**config.mk**
```make
export PLATFORM = sky130hd
export DESIGN_NAME = axi_cmd_pkt_decoder_flat
export DESIGN_NICKNAME = d
export VERILOG_FILES = /design/src/rtl/axi_cmd_pkt_decoder_if.sv /design/src/rtl/axi_cmd_pkt_decoder.sv /design/src/flat_wrapper.sv
export SDC_FILE = /design/constraint.sdc
export NUM_CORES = 1
export LEC_CHECK = 0
export ABC_CLOCK_PERIOD_IN_PS = 1600
export CORE_MARGIN = 1.5
export CORE_UTILIZATION = 25
export DETAILED_ROUTE_END_ITERATION = 10
export REMOVE_ABC_BUFFERS = 1
export SETUP_SLACK_MARGIN = 0.05
export SYNTH_ARGS = -nofsm -noshare
export SYNTH_HDL_FRONTEND = slang
export SYNTH_SLANG_ARGS = --single-unit
```
**constraint.sdc**
```tcl
create_clock -name clk -period 1.6 [get_ports clk]
set_input_delay 0.32 -clock clk [delete_from_list [all_inputs] [get_ports clk]]
set_output_delay 0.32 -clock clk [all_outputs]
set_load 0.1 [all_outputs]
```
**src/rtl/axi_cmd_pkt_decoder_if.sv**
```systemverilog
// FIFO pop port and AXI AW/W/AR channels of the command-packet decoder.
// The master modport is the decoder side; the slave modport is the FIFO/AXI side.
interface axi_cmd_pkt_decoder_if #(
   parameter int FIFO_W = 128,
   parameter int DATA_W = 32,
   parameter int ADDR_W = 32,
   parameter int ID_W   = 4,
   parameter int LEN_W  = 8
);
   logic                fifo_empty;
   logic                fifo_rd_en;
   logic [FIFO_W-1:0]   fifo_rdata;

   logic                awvalid;
   logic                awready;
   logic [ID_W-1:0]     awid;
   logic [ADDR_W-1:0]   awaddr;
   logic [LEN_W-1:0]    awlen;
   logic [2:0]          awsize;
   logic [1:0]          awburst;
   logic                awlock;
   logic [3:0]          awcache;
   logic [2:0]          awprot;

   logic                wvalid;
   logic                wready;
   logic [DATA_W-1:0]   wdata;
   logic [DATA_W/8-1:0] wstrb;
   logic                wlast;

   logic                arvalid;
   logic                arready;
   logic [ID_W-1:0]     arid;
   logic [ADDR_W-1:0]   araddr;
   logic [LEN_W-1:0]    arlen;
   logic [2:0]          arsize;
   logic [1:0]          arburst;
   logic                arlock;
   logic [3:0]          arcache;
   logic [2:0]          arprot;

   logic                pkt_err;

   modport master (
      input  fifo_empty, fifo_rdata, awready, wready, arready,
      output fifo_rd_en,
      output awvalid, awid, awaddr, awlen, awsize, awburst, awlock, awcache, awprot,
      output wvalid, wdata, wstrb, wlast,
      output arvalid, arid, araddr, arlen, arsize, arburst, arlock, arcache, arprot,
      output pkt_err
   );

   modport slave (
      output fifo_empty, fifo_rdata, awready, wready, arready,
      input  fifo_rd_en,
      input  awvalid, awid, awaddr, awlen, awsize, awburst, awlock, awcache, awprot,
      input  wvalid, wdata, wstrb, wlast,
      input  arvalid, arid, araddr, arlen, arsize, arburst, arlock, arcache, arprot,
      input  pkt_err
   );
endinterface

```
**src/rtl/axi_cmd_pkt_decoder.sv**
```systemverilog
// Pops framed command packets from the host FIFO, decodes AW/AR headers and
// unpacks write data words into len+1 W beats; malformed headers are dropped.
module axi_cmd_pkt_decoder #(
   parameter int FIFO_W = 128,
   parameter int DATA_W = 32,
   parameter int ADDR_W = 32,
   parameter int ID_W   = 4,
   parameter int LEN_W  = 8
) (
   input logic                   clk,
   input logic                   rst_n,
   axi_cmd_pkt_decoder_if.master bus
);
   localparam int STRB_W  = DATA_W / 8;
   localparam int SLICES  = FIFO_W / DATA_W;
   localparam int SLICE_W = (SLICES > 1) ? $clog2(SLICES) : 1;
   localparam int CNT_W   = LEN_W + 1;

   typedef enum logic [2:0] {
      S_IDLE   = 3'd0,
      S_HDR    = 3'd1,
      S_AW     = 3'd2,
      S_AR     = 3'd3,
      S_DFETCH = 3'd4,
      S_DLOAD  = 3'd5,
      S_BEATS  = 3'd6
   } state_t;

   // Field order matches the header bit order, so one slice decodes all of it.
   typedef struct packed {
      logic [ID_W-1:0]   id;
      logic [ADDR_W-1:0] addr;
      logic [LEN_W-1:0]  len;
      logic [2:0]        size;
      logic [1:0]        burst;
      logic              lock;
      logic [3:0]        cache;
      logic [2:0]        prot;
   } ax_t;

   localparam int AX_W     = $bits(ax_t);
   localparam int AX_LSB   = FIFO_W - 16 - AX_W;
   localparam int STRB_LSB = AX_LSB - STRB_W;

   localparam logic [7:0]         SOP_BYTE   = 8'hAA;
   localparam logic [7:0]         TYP_WR     = 8'h01;
   localparam logic [7:0]         TYP_RD     = 8'h02;
   localparam logic [CNT_W-1:0]   ONE_BEAT   = CNT_W'(1);
   localparam logic [CNT_W-1:0]   TWO_BEATS  = CNT_W'(2);
   localparam logic [SLICE_W-1:0] LAST_SLICE = SLICE_W'(SLICES - 1);

   state_t              state_q, state_d;
   ax_t                 aw_q, aw_d, ar_q, ar_d;
   logic                awvalid_q, awvalid_d, arvalid_q, arvalid_d;
   logic                wvalid_q, wvalid_d, wlast_q, wlast_d;
   logic [STRB_W-1:0]   wstrb_q, wstrb_d;
   logic [FIFO_W-1:0]   shift_q, shift_d;
   logic [CNT_W-1:0]    remaining_q, remaining_d;
   logic [SLICE_W-1:0]  slice_q, slice_d;

   logic [7:0]          hdr_sop;
   logic [7:0]          hdr_typ;
   ax_t                 hdr_ax;
   logic [STRB_W-1:0]   hdr_strb;
   logic                hdr_bad;
   logic                pop;
   logic                pkt_err;

   assign hdr_sop  = bus.fifo_rdata[FIFO_W-1 -: 8];
   assign hdr_typ  = bus.fifo_rdata[FIFO_W-9 -: 8];
   assign hdr_ax   = bus.fifo_rdata[AX_LSB +: AX_W];
   assign hdr_strb = bus.fifo_rdata[STRB_LSB +: STRB_W];
   assign hdr_bad  = (hdr_sop != SOP_BYTE) || ((hdr_typ != TYP_WR) && (hdr_typ != TYP_RD));

   // Next-state and next-output logic for the packet FSM.
   always_comb begin
      state_d     = state_q;
      aw_d        = aw_q;
      ar_d        = ar_q;
      awvalid_d   = awvalid_q;
      arvalid_d   = arvalid_q;
      wvalid_d    = wvalid_q;
      wlast_d     = wlast_q;
      wstrb_d     = wstrb_q;
      shift_d     = shift_q;
      remaining_d = remaining_q;
      slice_d     = slice_q;
      pop         = 1'b0;
      pkt_err     = 1'b0;
      case (state_q)
         S_IDLE: begin
            if (!bus.fifo_empty) begin
               pop     = 1'b1;
               state_d = S_HDR;
            end else begin
               state_d = S_IDLE;
            end
         end
         S_HDR: begin
            if (hdr_bad) begin
               pkt_err = 1'b1;
               state_d = S_IDLE;
            end else if (hdr_typ == TYP_WR) begin
               aw_d        = hdr_ax;
               awvalid_d   = 1'b1;
               wstrb_d     = hdr_strb;
               remaining_d = {1'b0, hdr_ax.len} + ONE_BEAT;
               state_d     = S_AW;
            end else begin
               ar_d      = hdr_ax;
               arvalid_d = 1'b1;
               state_d   = S_AR;
            end
         end
         S_AW: begin
            if (bus.awready) begin
               awvalid_d = 1'b0;
               state_d   = S_DFETCH;
            end else begin
               state_d   = S_AW;
            end
         end
         S_AR: begin
            if (bus.arready) begin
               arvalid_d = 1'b0;
               state_d   = S_IDLE;
            end else begin
               state_d   = S_AR;
            end
         end
         S_DFETCH: begin
            if (!bus.fifo_empty) begin
               pop     = 1'b1;
               state_d = S_DLOAD;
            end else begin
               state_d = S_DFETCH;
            end
         end
         S_DLOAD: begin
            shift_d  = bus.fifo_rdata;
            slice_d  = {SLICE_W{1'b0}};
            wvalid_d = 1'b1;
            wlast_d  = (remaining_q == ONE_BEAT);
            state_d  = S_BEATS;
         end
         S_BEATS: begin
            if (bus.wready) begin
               shift_d     = shift_q >> DATA_W;
               remaining_d = remaining_q - ONE_BEAT;
               slice_d     = slice_q + SLICE_W'(1);
               if (remaining_q == ONE_BEAT) begin
                  wvalid_d = 1'b0;
                  wlast_d  = 1'b0;
                  state_d  = S_IDLE;
               end else if (slice_q == LAST_SLICE) begin
                  // Word used up: unused upper slices of a final word never get here.
                  wvalid_d = 1'b0;
                  wlast_d  = 1'b0;
                  state_d  = S_DFETCH;
               end else begin
                  wlast_d  = (remaining_q == TWO_BEATS);
                  state_d  = S_BEATS;
               end
            end else begin
               state_d = S_BEATS;
            end
         end
         default: begin
            state_d = S_IDLE;
         end
      endcase
   end

   // FSM state and all registered outputs; async reset discards any partial packet.
   always_ff @(posedge clk or negedge rst_n) begin
      if (!rst_n) begin
         state_q     <= S_IDLE;
         aw_q        <= {AX_W{1'b0}};
         ar_q        <= {AX_W{1'b0}};
         awvalid_q   <= 1'b0;
         arvalid_q   <= 1'b0;
         wvalid_q    <= 1'b0;
         wlast_q     <= 1'b0;
         wstrb_q     <= {STRB_W{1'b0}};
         shift_q     <= {FIFO_W{1'b0}};
         remaining_q <= {CNT_W{1'b0}};
         slice_q     <= {SLICE_W{1'b0}};
      end else begin
         state_q     <= state_d;
         aw_q        <= aw_d;
         ar_q        <= ar_d;
         awvalid_q   <= awvalid_d;
         arvalid_q   <= arvalid_d;
         wvalid_q    <= wvalid_d;
         wlast_q     <= wlast_d;
         wstrb_q     <= wstrb_d;
         shift_q     <= shift_d;
         remaining_q <= remaining_d;
         slice_q     <= slice_d;
      end
   end

   // Pop is combinational so it can honour fifo_empty of the same cycle.
   assign bus.fifo_rd_en = pop & rst_n;
   assign bus.pkt_err    = pkt_err;

   assign bus.awvalid = awvalid_q;
   assign bus.awid    = aw_q.id;
   assign bus.awaddr  = aw_q.addr;
   assign bus.awlen   = aw_q.len;
   assign bus.awsize  = aw_q.size;
   assign bus.awburst = aw_q.burst;
   assign bus.awlock  = aw_q.lock;
   assign bus.awcache = aw_q.cache;
   assign bus.awprot  = aw_q.prot;

   assign bus.wvalid  = wvalid_q;
   assign bus.wdata   = shift_q[DATA_W-1:0];
   assign bus.wstrb   = wstrb_q;
   assign bus.wlast   = wlast_q;

   assign bus.arvalid = arvalid_q;
   assign bus.arid    = ar_q.id;
   assign bus.araddr  = ar_q.addr;
   assign bus.arlen   = ar_q.len;
   assign bus.arsize  = ar_q.size;
   assign bus.arburst = ar_q.burst;
   assign bus.arlock  = ar_q.lock;
   assign bus.arcache = ar_q.cache;
   assign bus.arprot  = ar_q.prot;
endmodule

```
**src/flat_wrapper.sv**
```systemverilog
// flat-port wrapper written by rule: the top's interface ports become plain ports
module axi_cmd_pkt_decoder_flat 
#(
   parameter int FIFO_W = 128,
   parameter int DATA_W = 32,
   parameter int ADDR_W = 32,
   parameter int ID_W   = 4,
   parameter int LEN_W  = 8
)
  (clk, rst_n, bus_fifo_empty, bus_fifo_rdata, bus_awready, bus_wready, bus_arready, bus_fifo_rd_en, bus_awvalid, bus_awid, bus_awaddr, bus_awlen, bus_awsize, bus_awburst, bus_awlock, bus_awcache, bus_awprot, bus_wvalid, bus_wdata, bus_wstrb, bus_wlast, bus_arvalid, bus_arid, bus_araddr, bus_arlen, bus_arsize, bus_arburst, bus_arlock, bus_arcache, bus_arprot, bus_pkt_err);
  axi_cmd_pkt_decoder_if #(.FIFO_W(FIFO_W), .DATA_W(DATA_W), .ADDR_W(ADDR_W), .ID_W(ID_W), .LEN_W(LEN_W)) bus_i ();
  input logic clk;
  input logic rst_n;
  input wire logic [$bits(bus_i.fifo_empty)-1:0] bus_fifo_empty;
  input wire logic [$bits(bus_i.fifo_rdata)-1:0] bus_fifo_rdata;
  input wire logic [$bits(bus_i.awready)-1:0] bus_awready;
  input wire logic [$bits(bus_i.wready)-1:0] bus_wready;
  input wire logic [$bits(bus_i.arready)-1:0] bus_arready;
  output wire logic [$bits(bus_i.fifo_rd_en)-1:0] bus_fifo_rd_en;
  output wire logic [$bits(bus_i.awvalid)-1:0] bus_awvalid;
  output wire logic [$bits(bus_i.awid)-1:0] bus_awid;
  output wire logic [$bits(bus_i.awaddr)-1:0] bus_awaddr;
  output wire logic [$bits(bus_i.awlen)-1:0] bus_awlen;
  output wire logic [$bits(bus_i.awsize)-1:0] bus_awsize;
  output wire logic [$bits(bus_i.awburst)-1:0] bus_awburst;
  output wire logic [$bits(bus_i.awlock)-1:0] bus_awlock;
  output wire logic [$bits(bus_i.awcache)-1:0] bus_awcache;
  output wire logic [$bits(bus_i.awprot)-1:0] bus_awprot;
  output wire logic [$bits(bus_i.wvalid)-1:0] bus_wvalid;
  output wire logic [$bits(bus_i.wdata)-1:0] bus_wdata;
  output wire logic [$bits(bus_i.wstrb)-1:0] bus_wstrb;
  output wire logic [$bits(bus_i.wlast)-1:0] bus_wlast;
  output wire logic [$bits(bus_i.arvalid)-1:0] bus_arvalid;
  output wire logic [$bits(bus_i.arid)-1:0] bus_arid;
  output wire logic [$bits(bus_i.araddr)-1:0] bus_araddr;
  output wire logic [$bits(bus_i.arlen)-1:0] bus_arlen;
  output wire logic [$bits(bus_i.arsize)-1:0] bus_arsize;
  output wire logic [$bits(bus_i.arburst)-1:0] bus_arburst;
  output wire logic [$bits(bus_i.arlock)-1:0] bus_arlock;
  output wire logic [$bits(bus_i.arcache)-1:0] bus_arcache;
  output wire logic [$bits(bus_i.arprot)-1:0] bus_arprot;
  output wire logic [$bits(bus_i.pkt_err)-1:0] bus_pkt_err;
  assign bus_i.fifo_empty = bus_fifo_empty;
  assign bus_i.fifo_rdata = bus_fifo_rdata;
  assign bus_i.awready = bus_awready;
  assign bus_i.wready = bus_wready;
  assign bus_i.arready = bus_arready;
  assign bus_fifo_rd_en = bus_i.fifo_rd_en;
  assign bus_awvalid = bus_i.awvalid;
  assign bus_awid = bus_i.awid;
  assign bus_awaddr = bus_i.awaddr;
  assign bus_awlen = bus_i.awlen;
  assign bus_awsize = bus_i.awsize;
  assign bus_awburst = bus_i.awburst;
  assign bus_awlock = bus_i.awlock;
  assign bus_awcache = bus_i.awcache;
  assign bus_awprot = bus_i.awprot;
  assign bus_wvalid = bus_i.wvalid;
  assign bus_wdata = bus_i.wdata;
  assign bus_wstrb = bus_i.wstrb;
  assign bus_wlast = bus_i.wlast;
  assign bus_arvalid = bus_i.arvalid;
  assign bus_arid = bus_i.arid;
  assign bus_araddr = bus_i.araddr;
  assign bus_arlen = bus_i.arlen;
  assign bus_arsize = bus_i.arsize;
  assign bus_arburst = bus_i.arburst;
  assign bus_arlock = bus_i.arlock;
  assign bus_arcache = bus_i.arcache;
  assign bus_arprot = bus_i.arprot;
  assign bus_pkt_err = bus_i.pkt_err;
  axi_cmd_pkt_decoder #(.FIFO_W(FIFO_W), .DATA_W(DATA_W), .ADDR_W(ADDR_W), .ID_W(ID_W), .LEN_W(LEN_W)) u_core (.clk(clk), .rst_n(rst_n), .bus(bus_i));
endmodule
```
==> impl_metrics.tcl <==
set metrics [dict create \
    status "finished, violations left" \
    violations "negative setup slack" \
    die_y_um 218 \
    synth-edff-count 0 \
    yosys-top-cells-count "264 x dfrtp_1, 113 x o21ai_0, 107 x nand2_1" \
    synth_compound_area_share_pct 8.96 \
    startpoint "bus_fifo_rdata[122]" \
    numClockSinks 264 \
    p_total_mw 35.4 \
    synthXorXnorAreaFrac_pct 0.533 \
    design_area_um2 21400 \
    leakagePower_nw 9.47 \
    synth_flop_cell "dfrtp_1" \
    grt_max_degree 112 \
    drt_iter0_markers 446 \
    vdd_drop_max_mv 0.938 \
    synthArstFlopShare_pct 100 \
    antenna_found_initial 4 \
    wl_per_cell_um 21.2 \
    min_from "bus_fifo_rdata[127]" \
    syn_avg_cell_area_um2 12.5 \
    worstMarginPinSlew_ns 0.685 \
    syn_to_final_growth_pct 85.5 \
    fin_setup_tns_ns -84.28 \
    arrival_ns 1.74 \
    max_slew_margin_pct 54.3 \
    rsz0062_at_grt "yes" \
    synth_seq_cells 264 \
    portBuffers 289 \
    synth_top_cells_by_area "dfrtp_1 57%, mux2_2 10%, mux2i_1 8.4%" \
    start_kind "input port" \
    intPower_mw 21.9 \
    start_util_pct 25.4 \
    yosys_warnings 0 \
    hold_viol 0 \
    dpl_cell_area_um2 17000 \
    synth_mux_area_share_pct 20.2 \
    seqPwrFrac_pct 26.8 \
    clock_latency_ns 0.58 \
    ys_seq_area_share_pct 57.4 \
    postSynthCellCount 920 \
    final_nets 1506 \
    drtAntennaViolNets 0 \
    boundaryPins 290 \
    clk_pin_slew_ns 0.06 \
    dp_cells 1813 \
    first_global_vias 9877 \
    setup_viol 265 \
    holdPathStages 2 \
    switching_share_pct 38.2 \
    clockBufferDepth 3 \
    drc 0 \
    die_area_um2 47300 \
    multiInputGateArea_um2 5320 \
    hpwlAfterDp_um 22900 \
    max_freq_mhz 485 \
    regArea_um2 6610 \
    htreeDepth 1 \
    hold_path.class "in2reg" \
    power_frac_comb_pct 53.8 \
    synth_top_family_by_area "multiplexers" \
    crit_required_ns 1.28 \
    ys_types 55 \
    period_needed_ns 2.06 \
    grt_pass1_wl_um 62900 \
    yosys.area_share.adder_pct 0.543 \
    synthSimpleGateAreaFrac_pct 6.71 \
    syn_area_um2 11500 \
    yosysMostFrequentCell "dfrtp_1" \
    clock-root-buffer "clkbuf_16" \
    p_sw_mw 13.5 \
    overflow 0 \
    yosysTopAreaCellShare_pct 57.4 \
    cap_violations 0 \
    setup_slack_ns -0.460 \
    gp_congestion 0.736 \
    final_cells 1992 \
    yosys.area.top_type "dfrtp_1" \
    dieWidth_um 218 \
    slew_violations 0 \
    worst_clock_skew_ns 0.0107 \
    finalCritPeriodShare_pct 129 \
    coreArea_um2 45400 \
    cp_max_fo 3 \
    worstSetupPathType "in2out" \
    p_clk_share_pct 19.5 \
    power_density_nw_per_um2 1660 \
    vias_per_cell 4.58 \
    row_count 78 \
    reg2regPathDepth 11 \
    cp-end-kind "output port" \
    r2r_start "u_core.state_q[1]$_DFF_PN0_" \
    wl_um 42300 \
    drive_gt1_share_pct 50.9 \
    vias 9133 \
    cts_tree "done" \
    grt_use_total_pct 17.5 \
    cts_buffers 31 \
    drt_pass1_iterations 4 \
    fill_cells 3928 \
]
==> cell families (layout without fill, tap and decap cells) <==
group,after synthesis,after routing
compound gates,172,172
xor+xnor,7,7
fa+ha+maj,5,5
buf+inv,95,563
flops,264,264
mux,215,215
other cells,0,4
simple gates,162,162
==> stage by stage <==
stage / hold slack, ns / util [%] / setup WS, ns
final: 0.131 / 47.1 / -0.460
after global routing: 0.142 / 47.1 / -0.519
after CTS: 0.102 / 46.3 / -0.490
after detailed placement: 0.315 / 37.5 / -0.983
after global placement: 0.315 / 37.5 / -1.02
after floorplan: 0.0244 / - / -3.78
==> power by group through the flow <==
stage / combinational (mW) / clock [mW] / sequential, mW
6_report: 19.0 / 6.90 / 9.48
5_1_grt: 20.1 / 7.37 / 9.65
4_1_cts: 18.1 / 7.11 / 9.40
3_5_place_dp: 11.9 / 0 / 9.36
3_3_place_gp: 11.7 / 0 / 9.29
2_1_floorplan: 3.18 / 0 / 12.0
==> cell usage in the layout, fill, tap and decap left out, drive strengths merged, types with 7 or more instances in the layout <==
cell type	synthesis	final
a22o	34	34
clkbuf	16	49
mux2i	97	97
nor2	13	13
nand2	107	107
clkinv	0	7
dlygate4sd2	0	8
o21ai	114	114
mux2	118	118
dfrtp	264	264
a21oi	12	12
clkdlybuf4s50	0	124
nand3	11	11
buf	75	367
==> critical path: stages <==
cell,delay [ns]
clkdlybuf4s50_1,0.49
and4bb_2,0.27
and4_4,0.17
buf_4,0.15
a21boi_4,0.15
buf_12,0.19
==> worst paths after layout <==
kind	to	slack, ns
max	bus_pkt_err	-0.46
min	u_core.shift_q[127]$_DFFE_PN0P_	0.13
max reg2reg	u_core.shift_q[101]$_DFFE_PN0P_	-0.43
min reg2reg	u_core.shift_q[60]$_DFFE_PN0P_	0.48
max in group asynchronous	u_core.bus.arburst[1]$_DFFE_PN0P_	0.39
min in group asynchronous	u_core.shift_q[94]$_DFFE_PN0P_	0.26
==> cell type report <==
cell class	instances	area share, %
repair buffers	505	35.9
flip-flops and latches	264	30.9
multi-input cells	561	24.9
clock buffers	44	4.19
well taps	600	3.51
clock inverters	10	0.392
inverters	4	0.0703
diodes	4	0.0469
==> flip-flops by register name, indices dropped and copies added, names as in the netlist, 2 cells and up <==
register and count:
u_core.bus.araddr 32, u_core.bus.arburst 2, u_core.bus.arcache 4, u_core.bus.arid 4, u_core.bus.arlen 8, u_core.bus.arprot 3
u_core.bus.arsize 3, u_core.bus.awaddr 32, u_core.bus.awburst 2, u_core.bus.awcache 4, u_core.bus.awid 4, u_core.bus.awlen 8
u_core.bus.awprot 3, u_core.bus.awsize 3, u_core.bus.wstrb 4, u_core.remaining_q 9, u_core.shift_q 128, u_core.slice_q 2
u_core.state_q 3
==> metal layers <==
metal	part of all wire (%)	global-route usage, %	vias to the layer above	wire, um
li1	-	-	4146	-
met1	43	23.1	4670	18200
met2	47	28.0	255	19900
met3	7.6	4.73	62	3230
met4	2.3	4.77	0	977
met5	0	0	-	0
==> repair_timing <==
item / in CTS / in global routing
pin swaps: 95 / 27
cloned: 45 / 5
buffers inserted: 69 / 24
hold buffers: 1 / 0
gates resized for setup: 443 / 123
hold endpoints to repair: 15 / 0
setup endpoints to repair: 267 / 276
Note: power is estimated with default switching activity, not from simulation.
